--- src/rtl/cache_arb_pkg.sv ---
// Shared types for the I/D-cache main-memory arbiter.
// Round-robin tie-break is enabled by defining ARB_RR_EN.
package cache_arb_pkg;

    typedef enum logic [1:0] {
        ST_IDLE,
        ST_FILL,
        ST_WRITE,
        ST_DONE
    } state_t;

    typedef enum logic [1:0] {
        OWN_NONE,
        OWN_I,
        OWN_D
    } owner_t;

    localparam int WORD_IDX_W     = 3;
    localparam int BLOCK_OFFSET_W = 4;

endpackage

--- src/rtl/cache_mem_arbiter_select.sv ---
// Combinational winner pick between I and D requesters.
// On a tie, I wins only when D was served last.
module arb_select (
    input  logic i_req,
    input  logic d_req,
    input  logic last_d,
    output logic pick_i,
    output logic pick_d
);

    assign pick_i = i_req & (~d_req | last_d);
    assign pick_d = d_req & ~pick_i;

endmodule

--- src/rtl/cache_mem_arbiter.sv ---
// Arbitrates the main-memory port between I-cache and D-cache fills/writes.
// Define ARB_RR_EN for round-robin tie-break; default is fixed D priority.
module cache_mem_arbiter
    import cache_arb_pkg::*;
#(
    parameter int ADDR_W          = 16,
    parameter int DATA_W          = 16,
    parameter int WORDS_PER_BLOCK = 8
) (
    input  logic                               clk,
    input  logic                               rst_n,
    input  logic                               i_req,
    input  logic [ADDR_W-1:0]                  i_addr,
    output logic                               i_grant,
    output logic                               i_data_valid,
    output logic                               i_done,
    input  logic                               d_req,
    input  logic                               d_wr,
    input  logic [ADDR_W-1:0]                  d_addr,
    input  logic [DATA_W-1:0]                  d_wdata,
    output logic                               d_grant,
    output logic                               d_data_valid,
    output logic                               d_done,
    output logic [$clog2(WORDS_PER_BLOCK)-1:0] fill_word,
    output logic [DATA_W-1:0]                  fill_data,
    output logic                               mem_en,
    output logic                               mem_wr,
    output logic [ADDR_W-1:0]                  mem_addr,
    output logic [DATA_W-1:0]                  mem_wdata,
    input  logic [DATA_W-1:0]                  mem_rdata,
    input  logic                               mem_rvalid
);

    localparam int IDX_W = $clog2(WORDS_PER_BLOCK);
    localparam int OFF_W = IDX_W + 1;
    localparam logic [IDX_W-1:0] LAST = IDX_W'(WORDS_PER_BLOCK - 1);

    state_t             state_q, state_d;
    owner_t             owner_q, owner_d;
    logic [IDX_W:0]     issue_q;
    logic [IDX_W-1:0]   ret_q;
    logic [ADDR_W-1:0]  addr_q;
    logic [DATA_W-1:0]  wdata_q;
    logic               pick_i, pick_d, last_d;
    logic               in_fill, in_write, issue_en, fill_hit;

`ifdef ARB_RR_EN
    logic last_d_q;

    always_ff @(posedge clk or negedge rst_n) begin
        if (!rst_n)
            last_d_q <= 1'b1;
        else if (state_q == ST_IDLE && (pick_i || pick_d))
            last_d_q <= pick_d;
    end

    assign last_d = last_d_q;
`else
    assign last_d = 1'b0;
`endif

    arb_select u_sel (
        .i_req  (i_req),
        .d_req  (d_req),
        .last_d (last_d),
        .pick_i (pick_i),
        .pick_d (pick_d)
    );

    always_comb begin
        state_d = state_q;
        owner_d = owner_q;
        unique case (state_q)
            ST_IDLE: begin
                if (pick_d) begin
                    owner_d = OWN_D;
                    state_d = d_wr ? ST_WRITE : ST_FILL;
                end else if (pick_i) begin
                    owner_d = OWN_I;
                    state_d = ST_FILL;
                end
            end
            ST_FILL: begin
                if (mem_rvalid && ret_q == LAST)
                    state_d = ST_DONE;
            end
            ST_WRITE: state_d = ST_DONE;
            ST_DONE: begin
                state_d = ST_IDLE;
                owner_d = OWN_NONE;
            end
        endcase
    end

    always_ff @(posedge clk or negedge rst_n) begin
        if (!rst_n) begin
            state_q <= ST_IDLE;
            owner_q <= OWN_NONE;
            issue_q <= '0;
            ret_q   <= '0;
            addr_q  <= '0;
            wdata_q <= '0;
        end else begin
            state_q <= state_d;
            owner_q <= owner_d;
            if (state_q == ST_IDLE) begin
                issue_q <= '0;
                ret_q   <= '0;
                addr_q  <= pick_d ? d_addr : i_addr;
                wdata_q <= d_wdata;
            end else if (in_fill) begin
                if (issue_en)
                    issue_q <= issue_q + 1'b1;
                if (mem_rvalid)
                    ret_q <= ret_q + 1'b1;
            end
        end
    end

    assign in_fill  = (state_q == ST_FILL);
    assign in_write = (state_q == ST_WRITE);
    // Top issue bit set means all block reads are out.
    assign issue_en = in_fill & ~issue_q[IDX_W];
    assign fill_hit = in_fill & mem_rvalid;

    assign i_grant      = (owner_q == OWN_I);
    assign d_grant      = (owner_q == OWN_D);
    assign i_data_valid = fill_hit & i_grant;
    assign d_data_valid = fill_hit & d_grant;
    assign i_done       = (state_q == ST_DONE) & i_grant;
    assign d_done       = (state_q == ST_DONE) & d_grant;
    assign fill_word    = fill_hit ? ret_q : '0;
    assign fill_data    = fill_hit ? mem_rdata : '0;

    assign mem_en    = issue_en | in_write;
    assign mem_wr    = in_write;
    assign mem_wdata = in_write ? wdata_q : '0;
    assign mem_addr  = issue_en ?
        {addr_q[ADDR_W-1:OFF_W], issue_q[IDX_W-1:0], 1'b0} :
        (in_write ? addr_q : '0);

endmodule

--- config.mk ---
export PLATFORM = sky130hd
export DESIGN_NAME = cache_mem_arbiter
export DESIGN_NICKNAME = d
export VERILOG_FILES = /design/src/rtl/cache_arb_pkg.sv /design/src/rtl/cache_mem_arbiter_select.sv /design/src/rtl/cache_mem_arbiter.sv
export SDC_FILE = /design/constraint.sdc
export NUM_CORES = 1
export LEC_CHECK = 0
export CAP_MARGIN = 20
export CORE_MARGIN = 1
export CORE_UTILIZATION = 37
export CTS_BUF_LIST = sky130_fd_sc_hd__clkbuf_4 sky130_fd_sc_hd__clkbuf_8
export CTS_CLUSTER_SIZE = 12
export DETAILED_ROUTE_END_ITERATION = 10
export PLACE_DENSITY = 0.75
export REMOVE_ABC_BUFFERS = 1
export SYNTH_ARGS = -nofsm -noshare
export SYNTH_HDL_FRONTEND = slang
export SYNTH_SLANG_ARGS = --single-unit
--- constraint.sdc ---
create_clock -name clk -period 1.75 [get_ports clk]
set_clock_uncertainty 0.2 [all_clocks]
set_input_delay 0.35 -clock clk [delete_from_list [all_inputs] [get_ports clk]]
set_output_delay 0.35 -clock clk [all_outputs]
set_load 0.03 [all_outputs]
### After elaboration in Yosys (flattened, before gate mapping)

Index checks and enable logic that the tools add are counted.

| storage, ports and cells | value |
|---|---|
| register bits after elaboration | 43 |
| bits of input ports | 70 |
| output and inout bits | 59 |
| logic and storage cells | 57 |

| cells by class | value |
|---|---|
| $add $sub $neg | 2 |
| equal/unequal tests | 8 |
| muxes and demuxes | 19 |
| bitwise operators | 12 |
| reductions and logical operators | 10 |

Operators with widths:

| kind | number |
|---|---|
| 16-bit two-way mux | 5 |
| 3-bit two-way mux | 4 |
| 4-bit two-way mux | 3 |
| 2-bit two-way mux | 5 |
| 1-bit AND | 8 |
| 2-bit one-hot mux with 4 select lines | 1 |
| 2-bit AND reduction | 4 |
| 2-bit nonzero test | 4 |
| 2-bit equality test, second input constant | 3 |
| 4-bit by 1-bit adder with 4-bit output, second input constant | 1 |
| 2-bit by 1-bit equality test with 1-bit output, second input constant | 2 |
| 2-bit one-hot mux with 2 select lines | 1 |
| 3-bit by 1-bit adder with 3-bit output, second input constant | 1 |
| 3-bit equality test, second input constant | 1 |
| 3-bit by 2-bit inequality test with 1-bit output, second input constant | 1 |
| 1-bit NOT | 3 |
| 2-bit logical NOT | 1 |
| 2-bit by 1-bit inequality test with 1-bit output, second input constant | 1 |
| 1-bit logical AND | 1 |
| 1-bit OR | 1 |

### Longest topological paths before layout

Gate-level depths: netlist of run 1.

| logic depth | value |
|---|---|
| word-level depth | 6 |
| mapped depth | 7 |
| mapped depth without buffers | 5 |

### Modules after synthesis

From an unflattened synthesis of run 1, not the netlist that was laid out.

| unflattened totals | value |
|---|---|
| cell total of the unflattened synthesis | 240 |
| area, all modules | 2447.3 µm² |

Modules (own cells, without submodules):

| module | times used | cells an instance | area each (µm²) | seq. area each (µm²) |
|---|---|---|---|---|
| cache_mem_arbiter | 1 | 237 | 2428.6 | 1076.0 |
| arb_select | 1 | 3 | 18.8 | 0.0 |

### Worst setup path before layout of run 1

Ideal clock, no wire load.

| timing | value |
|---|---|
| path type | reg2out |
| from | register state_q[0] |
| to | output port mem_addr[1] |
| data arrival time | 1915 ps |
| required time | 1200 ps |
| slack | -715 ps |
| stages on the path, launching flop included | 6 |
| path buffers | 1 |
| path through | dfrtp_1 inv_1 ha_1 clkbuf_1 nand2_1 o21ai_0 |

| on the way | value |
|---|---|
| cells in the longest elaborated chain, start to end | 3 |
| elaborated cells between the ends (all ways) | 5 |
| those cells by class | 2 x eq/ne; 2 x mux; 1 x bitwise |

RTL lines:

| what | line | text |
|---|---|---|
| start, declared | cache_mem_arbiter.sv:38 | `state_t state_q, state_d;` |
| start signal, assigned | cache_mem_arbiter.sv:104 | `state_q <= state_d;` |
| 2-bit equality test | cache_mem_arbiter.sv:121 | `assign in_write = (state_q == ST_WRITE);` |
| named net mem_wr | cache_mem_arbiter.sv:27 | `output logic mem_wr,` |
| 16-bit two-way mux | cache_mem_arbiter.sv:140 | `(in_write ? addr_q : '0);` |
| 16-bit two-way mux | cache_mem_arbiter.sv:138 | `assign mem_addr = issue_en ?` |
| end, declared | cache_mem_arbiter.sv:28 | `output logic [ADDR_W-1:0] mem_addr,` |

The timed path passes the listed nets, and every way through them passes these cells.

### Worst setup path in the final report of run 1

| timing | value |
|---|---|
| from | register state_q[1] |
| to | output port mem_addr[15] |

| on the way | value |
|---|---|
| cells in the longest elaborated chain, start to end | 3 |
| elaborated cells between the ends (all ways) | 5 |
| those cells by class | 2 x eq/ne; 2 x mux; 1 x bitwise |

RTL lines:

| what | line |
|---|---|
| 2-bit equality test or 2-bit by 1-bit equality test with 1-bit output (tied branches) | cache_mem_arbiter.sv:121, cache_mem_arbiter.sv:120 |
| 16-bit two-way mux or 1-bit AND (tied branches) | cache_mem_arbiter.sv:140, cache_mem_arbiter.sv:123 |
| 16-bit two-way mux * | cache_mem_arbiter.sv:138 |

Mark *: on every way between the ends. The rest lies on a longest branch, timed or not.

==> impl_metrics.sql, run 1 <==
INSERT INTO impl_metrics (metric_group, metric, value, unit) VALUES
('critical_path', 'crit_fanout', '4', ''),
('global_route', 'first_global_vias', '2345', ''),
('global_route', 'globalRouteOverflowTotal', '0', ''),
('placed_design', 'dp_hpwl', '4640', 'µm'),
('run_status', 'outcome', 'complete, but fails checks', ''),
('drt', 'drt_drc_violations_left', '0', ''),
('layout', 'finish.net_count', '465', ''),
('sta', 'finalHoldViolCount', '0', ''),
('sta', 'min_period_over_period', '1.29', ''),
('global_route', 'track_usage', '0.193', ''),
('critical_path', 'worst-r2r-setup-slack', '-50', 'ps'),
('placed_design', 'gp_congestion', '0.731', ''),
('critical_path', 'type_of_origin_of_the_critical_path', 'flip-flop', ''),
('synthesis', 'postSynthRegisterBits', '43', ''),
('critical_path', 'data_required_time_of_the_worst_path', '1200', 'ps'),
('drt', 'vias_per_cell', '4.95', ''),
('sta', 'fmaxAchievable', '0.444', 'GHz'),
('die', 'fp.dieH', '82.8', 'µm'),
('drt', 'drt_first_pass_iters', '4', ''),
('layout', 'drive_gt1_frac', '0.448', ''),
('critical_path', 'worst-endpoint-arrival', '1700', 'ps'),
('die', 'core-area', '0.00631', 'mm²'),
('power', 'totalPowerFinal', '8.23', 'mW'),
('global_route', 'grt_start_max_net_pins', '35', ''),
('run_status', 'violations_in_the_final_reports', 'setup timing', ''),
('synthesis', 'synth_top_cells_by_area', 'dfrtp_1 45%, mux2_2 7.9%, mux2i_1 7.9%, and2_1 4.7%, and3_1 4.7%', ''),
('critical_path', 'critPathSlowestCell', 'dfrtp_1', ''),
('drt', 'detailedRoute.firstIterationViolations', '83', ''),
('layout', 'layout_common_cells', '68 x clkdlybuf4s50_1, 43 x dfrtp_1, 40 x buf_4, 39 x buf_6, 19 x mux2i_1', ''),
('placed_design', 'numPortBuffers', '128', ''),
('critical_path', 'setup.worst_path.end_class', 'primary output', ''),
('drt', 'vias', '2300', ''),
('clock_network', 'clk_pin_slew', '90', 'ps'),
('clock_network', 'max-clock-path-buffers', '2', ''),
('layout', 'final_cell_area', '0.00443', 'mm²'),
('critical_path', 'r2r_start', 'state_q[1]$_DFFE_PN0P_', ''),
('drt', 'wirelength', '7100', 'µm'),
('sta', 'final_period_minus_worst_setup_slack', '2250', 'ps'),
('critical_path', 'critical_path.most_common_cell', 'and2b_2', ''),
('global_route', 'grt_pass1_wl', '10800', 'µm'),
('sta', 'fin_worst_setup_slack', '-500', 'ps'),
('critical_path', 'timing.critical_path.max_delay_family', 'simple AND/OR/NAND/NOR gates', ''),
('die', 'rows', '29', ''),
('synthesis', 'synth_cell_type_count', '31', ''),
('sta', 'finalMaxSlewViolations', '0', ''),
('critical_path', 'critical_path_buf_inv_count', '2', ''),
('synthesis', 'mapped_cell_area', '0.00242', 'mm²'),
('clock_network', 'cts_num_sinks', '43', ''),
('synthesis', 'synth_area_per_cell', '10.3', 'µm²'),
('clock_network', 'cts_inserted_buffers', '5', ''),
('power', 'cellPowerDensity', '1860', 'mW/mm²'),
('synthesis', 'netlist_instances', '235', ''),
('critical_path', 'rr_endpoint', 'state_q[0]$_DFFE_PN0P_', ''),
('synthesis', 'yosysSeqAreaShare', '0.445', ''),
('die', 'io_pins', '129', ''),
('clock_network', 'cts.root.buffer_cell', 'clkbuf_8', ''),
('placed_design', 'postPlaceCellArea', '0.00373', 'mm²'),
('clock_network', 'worst_skew_pair.late_latency', '300', 'ps'),
('synthesis', 'yosysTopAreaCell', 'dfrtp_1', ''),
('sta', 'setup_violations_final', '67', ''),
('power', 'irDropWorstVdd', '1570', 'µV'),
('run', 'maxCapViolations', '0', ''),
('power', 'cellLeakagePower', '2.11', 'nW'),
('global_route', 'antenna_violations_before_repair', '0', ''),
('drt', 'drtAntennaViolNets', '0', ''),
('critical_path', 'timing.critical_path.depth', '6', ''),
('die', 'floorplan.die_area', '0.00686', 'mm²'),
('critical_path', 'path_cells', 'inv_2 > ha_4 > and2b_2 > nor2_4 > and2b_2 > buf_6', ''),
('layout', 'synthToLayoutAreaGrowth', '83.4', '%'),
('sta', 'worst_slew_pin_slew', '371', 'ps'),
('critical_path', 'worstSetupPathType', 'reg -> out', '');
==> state kept, by name (all words and copies together), names as in the netlist <==
signal   cells
owner_q      2
state_q      2
addr_q      16
wdata_q     16
ret_q        3
issue_q      4
==> synthesized netlist by cell type <==
library cell / count
buf_12: 1
nor2b_4: 2
a22o_1: 2
buf_4: 2
and2b_1: 1
and2b_2: 3
dfrtp_1: 43
buf_2: 4
nor2_4: 1
clkbuf_1: 7
mux2_2: 17
nor2_1: 24
ha_1: 8
a22oi_1: 1
nor2b_1: 4
inv_1: 5
and2_1: 18
and3_2: 1
nand3_1: 3
a41oi_1: 1
nor2b_2: 7
and3_1: 18
nand2b_1: 1
xor2_1: 2
buf_6: 2
nand2_1: 12
o21ai_0: 6
xnor2_1: 1
nand3b_1: 1
mux2i_1: 19
a21oi_1: 18
==> layout make-up <==
| cell class | count | area, µm² |
|---|---|---|
| Inverter | 5 | 18.8 |
| Clock inverter | 3 | 43.8 |
| Multi-Input combinational cell | 171 | 1450 |
| Fill cell | 462 | 1880 |
| Sequential cell | 43 | 1080 |
| Tap cell | 77 | 96.3 |
| Timing Repair Buffer | 161 | 1680 |
| Clock buffer | 5 | 68.8 |
==> through the flow <==
step	hold slack [ps]	cells	setup TNS (ps)	util	setup WS, ps
after floorplan	-146	219	-41300	-	-847
after global placement	83.0	443	-7880	0.591	-183
after detailed placement	82.8	443	-8920	0.591	-207
after CTS	286	459	-30000	0.656	-496
after global routing	313	465	-25730	0.702	-561
final	281	465	-21270	0.702	-500
==> cells by family after synthesis <==
logic type / after synthesis / synth area share
adders and majority gates: 8 / 0.0414
buffers and inverters: 21 / 0.0508
xor gates and xnor gates: 3 / 0.0109
and+or+nand+nor: 96 / 0.230
DFF: 43 / 0.445
AOI/OAI and AO/OA: 28 / 0.0637
muxes: 36 / 0.158
==> routing by layer <==
layer,GRT usage,vias to the layer above,wire length [µm]
li1,-,1089,-
met5,0,-,0
met4,0.0799,0,163
met2,0.322,107,3570
met1,0.233,1089,2830
met3,0.0567,15,523
==> where the power goes <==
| group | internal, mW | switching (mW) |
|---|---|---|
| clock network | 0.425 | 0.372 |
| registers | 1.47 | 0.334 |
| logic | 2.90 | 2.72 |
| total | 4.80 | 3.43 |
==> how the worst max path moves through the flow <==
stage,to,startpoint
final,mem_addr[15],state_q[1]$_DFFE_PN0P_
after global routing,mem_addr[15],state_q[1]$_DFFE_PN0P_
after detailed placement,mem_addr[1],state_q[1]$_DFFE_PN0P_
after CTS,mem_addr[15],state_q[0]$_DFFE_PN0P_
after global placement,mem_addr[4],state_q[1]$_DFFE_PN0P_
after floorplan,state_q[1]$_DFFE_PN0P_,state_q[0]$_DFFE_PN0P_
==> repair_timing <==
item | 4_1_cts | 5_1_grt
hold buffers | 1 | 0
hold endpoints to repair | 14 | 0
resized for setup | 63 | 50
endpoints found under the setup margin | 58 | 100
gates cloned | 0 | 4
pin swaps | 5 | 5
setup buffers | 8 | 7
Note: power is estimated with default switching activity, not from simulation.
==> run 2: changes to the inputs <==
- CELL_PAD_IN_SITES_DETAIL_PLACEMENT: default -> 1
- CELL_PAD_IN_SITES_GLOBAL_PLACEMENT: default -> 1
- CORE_UTILIZATION: 37 -> 26
- PLACE_DENSITY: 0.75 -> 0.73
==> run 2 against run 1 <==
The run ends with DRC, setup timing left; largest power group unchanged; final area rose by 2.1%; highest routed layer unchanged; first-iteration DRC count fell by 6.0%; combinational power rose by 4%; worst hold slack improved by 30 ps.
==> impl_metrics.sql, run 2 (synthesized netlist as in run 1, its figures left out) <==
INSERT INTO impl_metrics (metric_group, metric, value, unit) VALUES
('layout', 'final.fill_count', '979', ''),
('clock_network', 'tritoncts_clock_tree', 'built', ''),
('critical_path', 'worst-r2r-setup-slack', '-40', 'ps'),
('global_route', 'track_usage', '0.157', ''),
('critical_path', 'type_of_origin_of_the_critical_path', 'flip-flop', ''),
('power', 'internal-power', '4.77', 'mW'),
('drt', 'drt_first_pass_iters', '9', ''),
('sta', 'finalMaxSlewViolations', '0', ''),
('clock_network', 'cts_inserted_buffers', '5', ''),
('clock_network', 'worst_skew_pair.late_latency', '290', 'ps'),
('drt', 'vias_per_cell', '4.55', ''),
('global_route', 'globalRouteOverflowTotal', '0', ''),
('die', 'die_width', '98.4', 'µm'),
('layout', 'final_cell_area', '0.00452', 'mm²'),
('run_status', 'violations_in_the_final_reports', 'DRC, setup timing', ''),
('sta', 'fin_worst_setup_slack', '-524', 'ps'),
('hold_path', 'hold_class', 'reg -> reg', ''),
('sta', 'finalHoldViolCount', '0', ''),
('clock_network', 'clk_pin_slew', '90', 'ps'),
('drt', 'drt_drc_violations_left', '4', ''),
('sta', 'setup_violations_final', '68', ''),
('layout', 'layout_common_cells', '68 x clkdlybuf4s50_1, 52 x buf_4, 43 x dfrtp_1, 33 x buf_6, 19 x nor2_1', ''),
('global_route', 'first_global_vias', '2460', ''),
('placed_design', 'gp_congestion', '0.710', ''),
('layout', 'ant_diodes', '0', ''),
('layout', 'regArea', '0.00108', 'mm²'),
('critical_path', 'rr_endpoint', 'wdata_q[1]$_DFFE_PN0P_', ''),
('drt', 'avgRoutedWirePerCell', '15.9', 'µm'),
('layout', 'multi_input_comb_area', '0.00141', 'mm²'),
('power', 'cellPowerDensity', '1830', 'mW/mm²'),
('hold_path', 'min_path_cells', '1', ''),
('sta', 'worst_slew_margin_rel', '0.700', ''),
('power', 'pwr-share-comb', '0.705', ''),
('sta', 'fmaxAchievable', '0.440', 'GHz'),
('die', 'floorplan.die_area', '0.00968', 'mm²'),
('clock_network', 'cts.root.buffer_cell', 'clkbuf_8', ''),
('run_status', 'outcome', 'complete, but fails checks', ''),
('layout', 'largestRegisters', 'addr_q: 16 flops, wdata_q: 16 flops, issue_q: 4 flops', ''),
('die', 'io_pins', '129', ''),
('drt', 'vias', '2294', ''),
('hold_path', 'holdCritStartpoint', 'wdata_q[14]$_DFFE_PN0P_', ''),
('drt', 'wirelength', '8020', 'µm'),
('clock_network', 'cts_num_sinks', '43', ''),
('placed_design', 'dp_hpwl', '5440', 'µm'),
('critical_path', 'crit_fanout', '7', ''),
('sta', 'worst_slew_pin_slew', '450', 'ps'),
('die', 'fp.dieH', '98.4', 'µm'),
('layout', 'synthToLayoutAreaGrowth', '87.2', '%'),
('power', 'p_sw', '3.48', 'mW'),
('power', 'net_switching_fraction_of_the_power', '0.422', ''),
('clock_network', 'max-clock-path-buffers', '2', ''),
('critical_path', 'data_required_time_of_the_worst_path', '1200', 'ps'),
('sta', 'setup_tns', '-23790', 'ps'),
('sta', 'grt_setup_unrepaired', 'true', ''),
('layout', 'layout_commonest_cell', 'clkdlybuf4s50_1', ''),
('critical_path', 'worst-endpoint-arrival', '1720', 'ps'),
('run', 'maxCapViolations', '0', ''),
('power', 'irDropWorstVdd', '869', 'µV'),
('placed_design', 'numPortBuffers', '128', ''),
('critical_path', 'worstSetupPathType', 'reg -> out', ''),
('critical_path', 'crit_start', 'state_q[0]$_DFFE_PN0P_', ''),
('die', 'start_util', '0.273', ''),
('die', 'core-area', '0.00885', 'mm²'),
('placed_design', 'postPlaceCellArea', '0.00383', 'mm²'),
('hold_path', 'worstHoldEndpoint', 'wdata_q[14]$_DFFE_PN0P_', ''),
('critical_path', 'r2r_start', 'state_q[0]$_DFFE_PN0P_', ''),
('sta', 'min_period_over_period', '1.30', ''),
('power', 'power.share.clock', '0.079', ''),
('die', 'rows', '34', ''),
('layout', 'drive_gt1_frac', '0.417', ''),
('clock_network', 'ctsHtreeMaxLevel', '2', ''),
('power', 'cellLeakagePower', '2.15', 'nW'),
('global_route', 'antenna_violations_before_repair', '0', ''),
('global_route', 'grt_pass1_wl', '12000', 'µm'),
('global_route', 'grt_start_max_net_pins', '27', ''),
('power', 'share_seq_of_total_power', '0.216', ''),
('drt', 'drtAntennaViolNets', '0', ''),
('drt', 'detailedRoute.firstIterationViolations', '78', ''),
('critical_path', 'depth_of_the_worst_register_to_register_path', '6', ''),
('critical_path', 'setup.worst_path.end_class', 'primary output', ''),
('layout', 'finish.net_count', '473', ''),
('sta', 'final_period_minus_worst_setup_slack', '2270', 'ps');
[run 2: stage by stage]
stage          total power [mW]   util  setup WS, ps  hold WS (ps)  std cells
2_1_floorplan              4.26      -          -847          -146        219
3_3_place_gp               5.99  0.433          -208           126        480
3_5_place_dp               6.12  0.433          -266           119        480
4_1_cts                    7.44  0.475          -525           309        497
5_1_grt                    8.75  0.511          -590           326        504
6_report                   8.26  0.511          -524           311        504
[run 2: layer usage]
metal | GRT usage | share of wire
met1 | 0.180 | 0.40
met5 | 0 | 0
met3 | 0.0372 | 0.063
met2 | 0.296 | 0.53
met4 | 0.0287 | 0.0085
[run 2: worst max-delay path, stage by stage (launching register included)]
cell and delay [ps]:
dfrtp_1 410, ha_2 200, and2b_2 220, nor2_4 200, and2b_2 260, buf_6 130
[run 2: power by group through the flow]
stage / Combinational, mW / Clock [mW] / Sequential, mW
2_1_floorplan: 2.59 / 0 / 1.67
3_3_place_gp: 4.28 / 0 / 1.71
3_5_place_dp: 4.37 / 0 / 1.75
4_1_cts: 5.02 / 0.684 / 1.74
5_1_grt: 6.20 / 0.708 / 1.84
6_report: 5.82 / 0.655 / 1.78
[run 2: final cells by class]
| type | instances | area share |
|---|---|---|
| Inverter | 5 | 0.00470 |
| Clock buffer | 5 | 0.0152 |
| Timing Repair Buffer | 169 | 0.396 |
| Clock inverter | 3 | 0.00443 |
| Tap cell | 108 | 0.0299 |
| Sequential cell | 43 | 0.238 |
| Multi-Input combinational cell | 171 | 0.312 |
[run 2: worst max-delay path by stage]
stage                             end  slack [ps]
2_1_floorplan  state_q[1]$_DFFE_PN0P_        -850
3_3_place_gp   state_q[1]$_DFFE_PN0P_        -210
3_5_place_dp   state_q[1]$_DFFE_PN0P_        -270
4_1_cts                  mem_addr[11]        -520
5_1_grt                   mem_addr[5]        -590
6_report                  mem_addr[5]        -520
[run 2: repair_timing]
item | in CTS | in global routing
resized for setup | 41 | 50
buffers inserted | 5 | 4
hold buffers | 1 | 0
pin swaps | 2 | 5
setup endpoints to repair | 83 | 81
gates cloned | 3 | 5
hold endpoints to repair | 17 | 0
